$ cat src/rtl/me_block_scheduler.sv
// me_block_scheduler: walks a frame of macroblocks through memory load, full search and result capture,
// queueing each block's best match in a small first-word-fall-through buffer.
module me_block_scheduler #(
  parameter int SEARCH_CYCLES = 4112,
  parameter int RES_DEPTH = 4,
  parameter int BLK_W = 8
) (
  input  logic             clock,
  input  logic             reset,
  input  logic             frame_start,
  input  logic [BLK_W-1:0] num_blocks,
  output logic             load_req,
  input  logic             load_ack,
  output logic [BLK_W-1:0] block_idx,
  output logic             me_start,
  input  logic [7:0]       BestDist,
  input  logic [3:0]       motionX,
  input  logic [3:0]       motionY,
  output logic             res_valid,
  input  logic             res_ready,
  output logic [BLK_W-1:0] res_block,
  output logic [7:0]       res_dist,
  output logic [3:0]       res_mx,
  output logic [3:0]       res_my,
  output logic             busy,
  output logic             frame_done
);
  localparam int AW = $clog2(RES_DEPTH);
  localparam int EW = BLK_W + 16;
  typedef enum logic [2:0] {IDLE, LOAD, RUN, SETTLE, CAPTURE, DONE} state_t;
  state_t state;
  logic [BLK_W-1:0] nblk;
  logic [12:0] cyc;
  logic [EW-1:0] mem [RES_DEPTH];
  logic [AW-1:0] wptr, rptr, head;
  logic [AW:0] count;
  logic full, push, pop;
  assign full = count == (AW+1)'(RES_DEPTH);
  assign push = state == CAPTURE && !full;
  assign pop = res_valid && res_ready;
  assign res_valid = count != '0;
  // when empty, point at the most recently popped entry so the outputs hold steady
  assign head = res_valid ? rptr : rptr - 1'b1;
  assign {res_block, res_dist, res_mx, res_my} = mem[head];
  assign load_req = state == LOAD;
  assign me_start = state == RUN;
  assign busy = state != IDLE;
  assign frame_done = state == DONE;
  always_ff @(posedge clock) begin
    if (reset) begin
      state <= IDLE;
      nblk <= '0;
      block_idx <= '0;
      cyc <= '0;
      wptr <= '0;
      rptr <= '0;
      count <= '0;
      for (int i = 0; i < RES_DEPTH; i++) mem[i] <= '0;
    end else begin
      if (push) begin
        mem[wptr] <= {block_idx, BestDist, motionX, motionY};
        wptr <= wptr + 1'b1;
      end
      if (pop) rptr <= rptr + 1'b1;
      count <= count + (AW+1)'(push) - (AW+1)'(pop);
      case (state)
        IDLE: if (frame_start) begin
          nblk <= num_blocks;
          block_idx <= '0;
          state <= num_blocks == '0 ? DONE : LOAD;
        end
        LOAD: if (load_ack) begin
          cyc <= '0;
          state <= RUN;
        end
        RUN: begin
          cyc <= cyc + 1'b1;
          if (cyc == 13'(SEARCH_CYCLES - 1)) state <= SETTLE;
        end
        SETTLE: state <= CAPTURE;
        // a full buffer stalls here; the core holds its outputs while me_start is low
        CAPTURE: if (push) begin
          if (block_idx == nblk - 1'b1) state <= DONE;
          else begin
            block_idx <= block_idx + 1'b1;
            state <= LOAD;
          end
        end
        DONE: state <= IDLE;
        default: state <= IDLE;
      endcase
    end
  end
endmodule
$ cat config.mk
export PLATFORM = sky130hd
export DESIGN_NAME = me_block_scheduler
export DESIGN_NICKNAME = d
export VERILOG_FILES = /design/src/rtl/me_block_scheduler.sv
export SDC_FILE = /design/constraint.sdc
export NUM_CORES = 1
export LEC_CHECK = 0
export ABC_CLOCK_PERIOD_IN_PS = 2900
export CAP_MARGIN = 20
export CELL_PAD_IN_SITES_DETAIL_PLACEMENT = 0
export CELL_PAD_IN_SITES_GLOBAL_PLACEMENT = 1
export CORE_ASPECT_RATIO = 0.5
export CORE_UTILIZATION = 45
export DETAILED_ROUTE_END_ITERATION = 10
export PLACE_DENSITY = 0.77
export SLEW_MARGIN = 40
export SYNTH_ARGS = -nofsm -noshare
export SYNTH_HDL_FRONTEND = slang
export SYNTH_SLANG_ARGS = --single-unit
$ cat constraint.sdc
create_clock -name clock -period 2.9 [get_ports clock]
set_input_delay 0.58 -clock clock [delete_from_list [all_inputs] [get_ports clock]]
set_output_delay 0.58 -clock clock [all_outputs]
set_load 0.02 [all_outputs]
Word-level counts from Yosys, hierarchy flattened
Memory sizes are Yosys's and may differ from the RTL's.
Index checks and enable logic that the tools add are counted.

operators by class
  reduce and logical (&&, ||, !) cells = 14
  $add $sub $neg = 8
  equal/unequal tests = 13
  muxes and demuxes = 22

operator list
  cell                   count
  $pmux 13 s2            1
  $mux 24                1
  $mux 8                 3
  $reduce_or 24->1       1
  $mux 3                 6
  $pmux 8 s2             1
  $pmux 3 s5             1
  $add 13x1->13 const B  1
  $eq 13x13->1 const B   1
  $mux 13                1
  $eq 3x3->1 const B     3
  $add 8x1->8 const B    1
  $eq 8x8->1             1
  $logic_not 8->1        1
  $reduce_and 4->1       2
  $sub 8x1->8 const B    1
  $eq 3x2->1 const B     2
  $mux 1                 6
  $ne 2x2->1 const B     3
  $reduce_bool 3->1      2
  $add 2x1->2 const B    2
  $mux 2                 2
  $ne 2x1->1 const B     2
  $reduce_and 2->1       2
  8 further kinds        10

word-level totals
  memories = 1
  bits in registers = 39
  bits in writable memories = 96
  output and inout bits = 37
  word-level logic and storage cells = 65

memory list
  memory  words  bits a word  read ports  clocked after memory_dff  write ports  line  RTL
  mem     4      24           1           0                         4            34    logic [EW-1:0] mem [RES_DEPTH];

Logic depth before layout (Yosys ltp)
Gate-level depths: netlist of the first run.

  depth after elaboration = 8
  mapped depth = 12

Worst setup path after synthesis of the first run
OpenSTA, ideal clock, no wires.

  path type = register -> output
  start = register count[1]
  end = output port res_block[0]
  buffers on the path = 2
  setup slack = 197 ps
  required time = 2320 ps
  data arrival time = 2123 ps
  cell stages (with the launch flop) = 6
  path through = dfxtp_1 or3_1 clkbuf_1 xor2_2 buf_4 mux4_2

on the way
  word-level cells in the longest chain between the ends = 3

ends and longest elaborated chain
  item                    line  RTL
  start, declared         36    logic [AW:0] count;
  start signal, assigned  65    count <= count + (AW+1)'(push) - (AW+1)'(pop);
  $reduce_bool 3->1       41    assign res_valid = count != '0;
  named net res_valid     19    output logic res_valid,
  $mux 2                  43    assign head = res_valid ? rptr : rptr - 1'b1;
  $mem_v2 4x24            -
  end, declared           21    output logic [BLK_W-1:0] res_block,

The timed path passes the listed nets, and every way through them passes these cells.

Final worst setup path of the first run
  start = register count[0]
  end = output port res_block[5]

on the way
  word-level cells in the longest chain between the ends = 3

ends and longest elaborated chain
  item               line
  $reduce_bool 3->1  41
  $mux 2             43
  $mem_v2 4x24       -

No other way between the ends.

==> impl_metrics.tcl, run 1 <==
set metrics [dict create \
    syn_nets 563 \
    relSlewSlack_pct 67.3 \
    placed_cell_area_um2 7200 \
    hp-start "nblk[7]" \
    slowest_stage "mux4_2" \
    grt_pass1_vias 4029 \
    antenna_found_initial 0 \
    ys_seq_elements 135 \
    r2r-end "count[2]" \
    drtIter0Drc 311 \
    hold_ws_ns 0.470 \
    power.density_nw_per_um2 940 \
    r2r_slack_ns 0.35 \
    synth-main-ff-cell "edfxtp_1" \
    clkLatencyLatePin_ns 0.42 \
    place.gp.congestion 0.782 \
    antenna_cells 0 \
    vias_per_cell 5.28 \
    avgSynthCellArea_um2 11.7 \
    cap_violations 0 \
    grt_usage_pct 20.3 \
    synth_cells 528 \
    overflow 0 \
    status "finished clean" \
    cp.required_ns 2.32 \
    yosysWarnings 0 \
    drc 0 \
    netlist_area_um2 6190 \
    cp_max_fo 5 \
    cts_root_buf "clkbuf_16" \
    cts_htree_levels 4 \
    grt_max_degree 26 \
    worst_pin_slew_ns 0.489 \
    reg2reg_depth 14 \
    total_leakage_power_nw 2.99 \
    crit_type "reg2out" \
    post-route-util_pct 59.6 \
    fp.dieW_um 168 \
    finClkSkew_ns 0.0158 \
    worst_ep_arrival_time_ns 2.30 \
    final.min_clock_period_ns 2.88 \
    fin_area_um2 7760 \
    fmax_ghz 0.347 \
    grt_pass1_wl_mm 21.6 \
    synth.top_cells.by_area "edfxtp_1, dfxtp_1, mux4_2, nor2_1, nand2_1" \
    die_y_um 84.9 \
    firstDrtPassIters 5 \
    synth_cell_types 58 \
    fin_nets 652 \
    fill_cells 1096 \
    post-synth-top-area-fraction_pct 46.6 \
    synth_edf_count 96 \
    clk_pin_slew_ns 0.06 \
    rsz0062_at_grt "yes" \
    yosysSeqAreaShare_pct 59.2 \
    clock_sink_count 135 \
    startpoint "count[0]" \
    drive_gt1_share_pct 21.4 \
    core_region_area_um2 13000 \
    fin_crit_sh_pct 99.4 \
    hpwl_mm 8.84 \
    hold_buffers 0 \
    slew_violations 0 \
    yosys.area.top_type "edfxtp_1" \
    endpoint_kind "primary output" \
    cts_tree "done" \
    rows 29 \
    finalHoldViolations 0 \
    setup_viol 0 \
    die_area_um2 14300 \
    avgRoutedWirePerCell_um 17.0 \
    ant_nets 0 \
    synth_commonest_cells "edfxtp_1, nor2_1, nand2_1" \
    async_reset_ff_share_pct 0 \
    ios 66 \
    start_kind "flop" \
    min_path_type "reg2reg" \
    vias 4223 \
    cts_buffers 17 \
    worstPathCellList "or3_4, xor2_4, buf_6, buf_12, mux4_2, buf_2" \
    fin_setup_tns_ns 0 \
    initial_core_util_pct 47.5 \
    yosysMostFrequentCell "edfxtp_1" \
    port_buffers 65 \
    vdd.ir_drop.worst_mv 0.490 \
    cts.path.max_buffers 2 \
    r2r-start "count[0]" \
    endpoint "res_block[5]" \
    area_growth_pct 25.4 \
    wl_mm 13.6 \
    max_stage_delay_ns 0.51 \
]
-- critical path: cells and delay by family, from the launching register on --
family	cells	cell delay [ns]
XOR/XNOR	1	0.20
buffers and inverters	3	0.45
flip-flops	1	0.31
multiplexers	1	0.51
AND/OR/NAND/NOR	1	0.42
-- final cells by class --
type	instances	area [um2]	area share [%]
sequential	135	3660	47.2
multi-input combinational	335	2320	29.9
timing repair buffer	95	875	11.3
clock buffer	17	425	5.48
tap	170	213	2.74
clock inverter	15	135	1.74
inverter	33	130	1.68
-- worst min path at each step --
stage                         end  slack [ns]  depth (start not counted)
final                     nblk[7]        0.47                          2
after global routing      nblk[7]        0.49                          2
after CTS                 nblk[7]        0.47                          2
after detailed placement  nblk[7]        0.47                          2
after global placement    nblk[7]        0.46                          2
after floorplan           nblk[7]        0.45                          2
-- where the power goes --
part	internal (mW)	switching (mW)	total (mW)
combinational	1.56	1.47	3.03
clock	1.13	0.912	2.04
sequential	2.15	0.0743	2.22
total	4.84	2.46	7.29
-- registers in the layout, summed over array words and instances (netlist names) --
signal / cells
mem: 96
cyc: 13
block_idx: 8
nblk: 8
count: 3
state: 3
rptr: 2
wptr: 2
-- layout by cell type (no fill, tap or decap), drive strengths merged, types with 2 or more instances in the layout --
cell and count:
or3 7, nor2 82, nand3 12, nor3 5, and2 25, mux4 24, xor2 12, buf 47
nand4 4, a311oi 2, clkinv 4, o21bai 2, a22oi 2, nand2 67, clkinvlp 4, edfxtp 96
clkbuf 24, o31ai 2, mux2 4, a211oi 2, xnor2 8, or2 2, o21ba 2, a21oi 22
inv 40, nand2b 5, ha 5, o21ai 9, nor4 7, clkdlybuf4s50 40, nand3b 2, and3 5
dfxtp 39
-- what timing repair did --
item / 4_1_cts / 5_1_grt
gates resized for setup: 81 / 33
gates cloned: 1 / 1
setup buffers: 2 / 1
endpoints found under the hold margin: 0 / 0
endpoints found under the setup margin: 24 / 25
-- cell families after synthesis --
logic type / share of synthesized area (%)
simple gates: 17.6
flops: 59.2
buf+inv: 4.00
compound gates: 5.24
mux: 9.63
xor+xnor: 2.95
fa+ha+maj: 1.33
-- per-stage QoR --
step	power, mW	setup WS (ns)	std cells
6_report	7.29	0.0171	800
5_1_grt	7.60	-0.0500	800
4_1_cts	7.19	-0.0186	799
3_5_place_dp	5.26	0.0316	764
3_3_place_gp	5.21	0.0507	764
2_1_floorplan	4.08	0.197	528
-- layer usage --
layer  up-vias  track usage, %  part of all wire [%]
li1       2052               -                     -
met1      2046            28.7                    49
met2       112            31.6                    45
met3        13            4.38                   4.5
met4         0            6.09                  0.84
met5         -               0                     0
(Power assumes the default switching activity.)
==> run 2, diff against run 1 <==
- CTS_CLUSTER_DIAMETER: default -> 150
- RECOVER_POWER: default -> 50
==> impl_metrics.tcl, run 2 (synthesis results as in run 1) <==
set metrics [dict create \
    endpoint "res_block[5]" \
    place.gp.congestion 0.782 \
    switching_share_pct 33.7 \
    crit_type "reg2out" \
    overflow 0 \
    r2r-end "count[2]" \
    drive_gt1_share_pct 21.3 \
    firstDrtPassIters 5 \
    grt_pass1_vias 4029 \
    max_stage_delay_ns 0.52 \
    cap_violations 0 \
    antenna_cells 0 \
    fin_nets 652 \
    cts_buffers 17 \
    rsz0062_at_grt "yes" \
    r2r_slack_ns 0.31 \
    top_register "mem" \
    total_leakage_power_nw 2.98 \
    drc 0 \
    drtIter0Drc 300 \
    status "finished clean" \
    slew_violations 0 \
    r2r-start "count[0]" \
    cts.path.max_buffers 2 \
    placed_cell_area_um2 7200 \
    finalPower_mw 7.29 \
    layout_commonest_cell "edfxtp_1" \
    final_cell_mix "edfxtp_1, nor2_1, nand2_1" \
    fin_setup_tns_ns 0 \
    fp.dieW_um 168 \
    min_path_type "reg2reg" \
    fin_area_um2 7760 \
    worst_ep_arrival_time_ns 2.31 \
    clk_pin_slew_ns 0.06 \
    fin_crit_sh_pct 99.6 \
    cts_tree "done" \
    vdd.ir_drop.worst_mv 0.490 \
    hpwl_mm 8.84 \
    port_buffers 65 \
    cp.required_ns 2.32 \
    clkLatencyLatePin_ns 0.41 \
    setup_viol 0 \
    ant_nets 0 \
    critPathTopFamily "multiplexers" \
    antenna_found_initial 0 \
    endpoint_kind "primary output" \
    grt_usage_pct 20.3 \
    grt_pass1_wl_mm 21.6 \
    initial_core_util_pct 47.5 \
    p_int_mw 4.84 \
    cts_root_buf "clkbuf_16" \
    clock_sink_count 135 \
    final.min_clock_period_ns 2.89 \
    worst_pin_slew_ns 1.13 \
    cp_max_fo 5 \
    die_area_um2 14300 \
    largest_register_ff_count 96 \
    start_kind "flop" \
    fmax_ghz 0.346 \
    cts_htree_levels 4 \
    p_seq_share_pct 30.5 \
    power.switching_mw 2.46 \
    hold_ws_ns 0.472 \
    die_y_um 84.9 \
    reg2reg_depth 14 \
    finalHoldViolations 0 \
    worst-path-buf-inv 3 \
    hold_buffers 0 \
    worstPathCellList "or3_4, xor2_4, buf_6, buf_12, mux4_2, buf_2" \
    cp.depth 6 \
    startpoint "count[0]" \
    power.density_nw_per_um2 940 \
    avgRoutedWirePerCell_um 17.0 \
    area_growth_pct 25.4 \
    ios 66 \
    relSlewSlack_pct 24.9 \
    wl_mm 13.6 \
    slowest_stage "mux4_2" \
    power_frac_comb_pct 41.5 \
    rows 29 \
    clockPowerShare_pct 28.0 \
    reg_top3 "mem x96, cyc x13" \
    core_region_area_um2 13000 \
    vias 4188 \
    grt_max_degree 26 \
    finClkSkew_ns 0.0146 \
    vias_per_cell 5.24 \
]
[run 2: cell types whose count changed in the layout (fill, tap and decap cells not counted)]
cell	delta
and2_1	-1
clkbuf_1	+1
and2_0	+1
buf_4	-1
[run 2: per-stage QoR]
stage | setup slack [ns] | util, % | std cells
floorplan | 0.197 | - | 528
global route | -0.0500 | 59.6 | 800
CTS | -0.0186 | 59.2 | 799
global placement | 0.0507 | 55.3 | 764
finish | 0.0104 | 59.6 | 800
detailed placement | 0.0316 | 55.3 | 764
[run 2: worst register-to-register path, stage by stage (launching register included)]
cell and delay [ns]:
dfxtp_2 0.31, buf_4 0.12, buf_4 0.13, nor3b_1 0.35
buf_4 0.20, nor4_4 0.05, inv_2 0.08, ha_1 0.22
inv_1 0.06, ha_1 0.13, inv_1 0.05, fa_1 0.39
xor2_1 0.19, xnor2_1 0.15, nor2_1 0.05
[run 2: power by group through the flow]
stage | sequential [mW] | combinational, mW | clock [mW]
after floorplan | 2.24 | 1.84 | 0
after CTS | 2.22 | 2.90 | 2.06
after detailed placement | 2.27 | 3.00 | 0
after global placement | 2.26 | 2.94 | 0
final | 2.22 | 3.03 | 2.04
after global routing | 2.24 | 3.20 | 2.16
[run 2: metal layers]
metal	global-route usage, %	vias to the layer above	share of wire [%]
met4	6.09	0	0.84
met1	28.7	2018	50
met5	0	-	0
li1	-	2052	-
met2	31.6	105	45
met3	4.38	13	4.4
[run 2: worst min path at each step]
stage	slack [ns]	cells after the start	startpoint	endpoint
2_1_floorplan	0.45	2	nblk[7]	nblk[7]
6_report	0.47	2	nblk[7]	nblk[7]
3_3_place_gp	0.46	2	nblk[7]	nblk[7]
3_5_place_dp	0.47	2	nblk[7]	nblk[7]
5_1_grt	0.49	2	nblk[7]	nblk[7]
4_1_cts	0.47	2	nblk[7]	nblk[7]
[run 2: cell type report]
| cell class | count | area [um2] |
|---|---|---|
| clock buffer | 17 | 425 |
| clock inverter | 15 | 135 |
| fill | 1098 | 5270 |
| inverter | 33 | 130 |
| multi-input combinational | 335 | 2320 |
| sequential | 135 | 3660 |
| tap | 170 | 213 |
| timing repair buffer | 95 | 871 |
[run 2: timing repair]
item,CTS,global route
endpoints found under the hold margin,0,0
endpoints found under the setup margin,24,25
gates resized for setup,81,33
gates cloned,1,1
buffers inserted,2,1
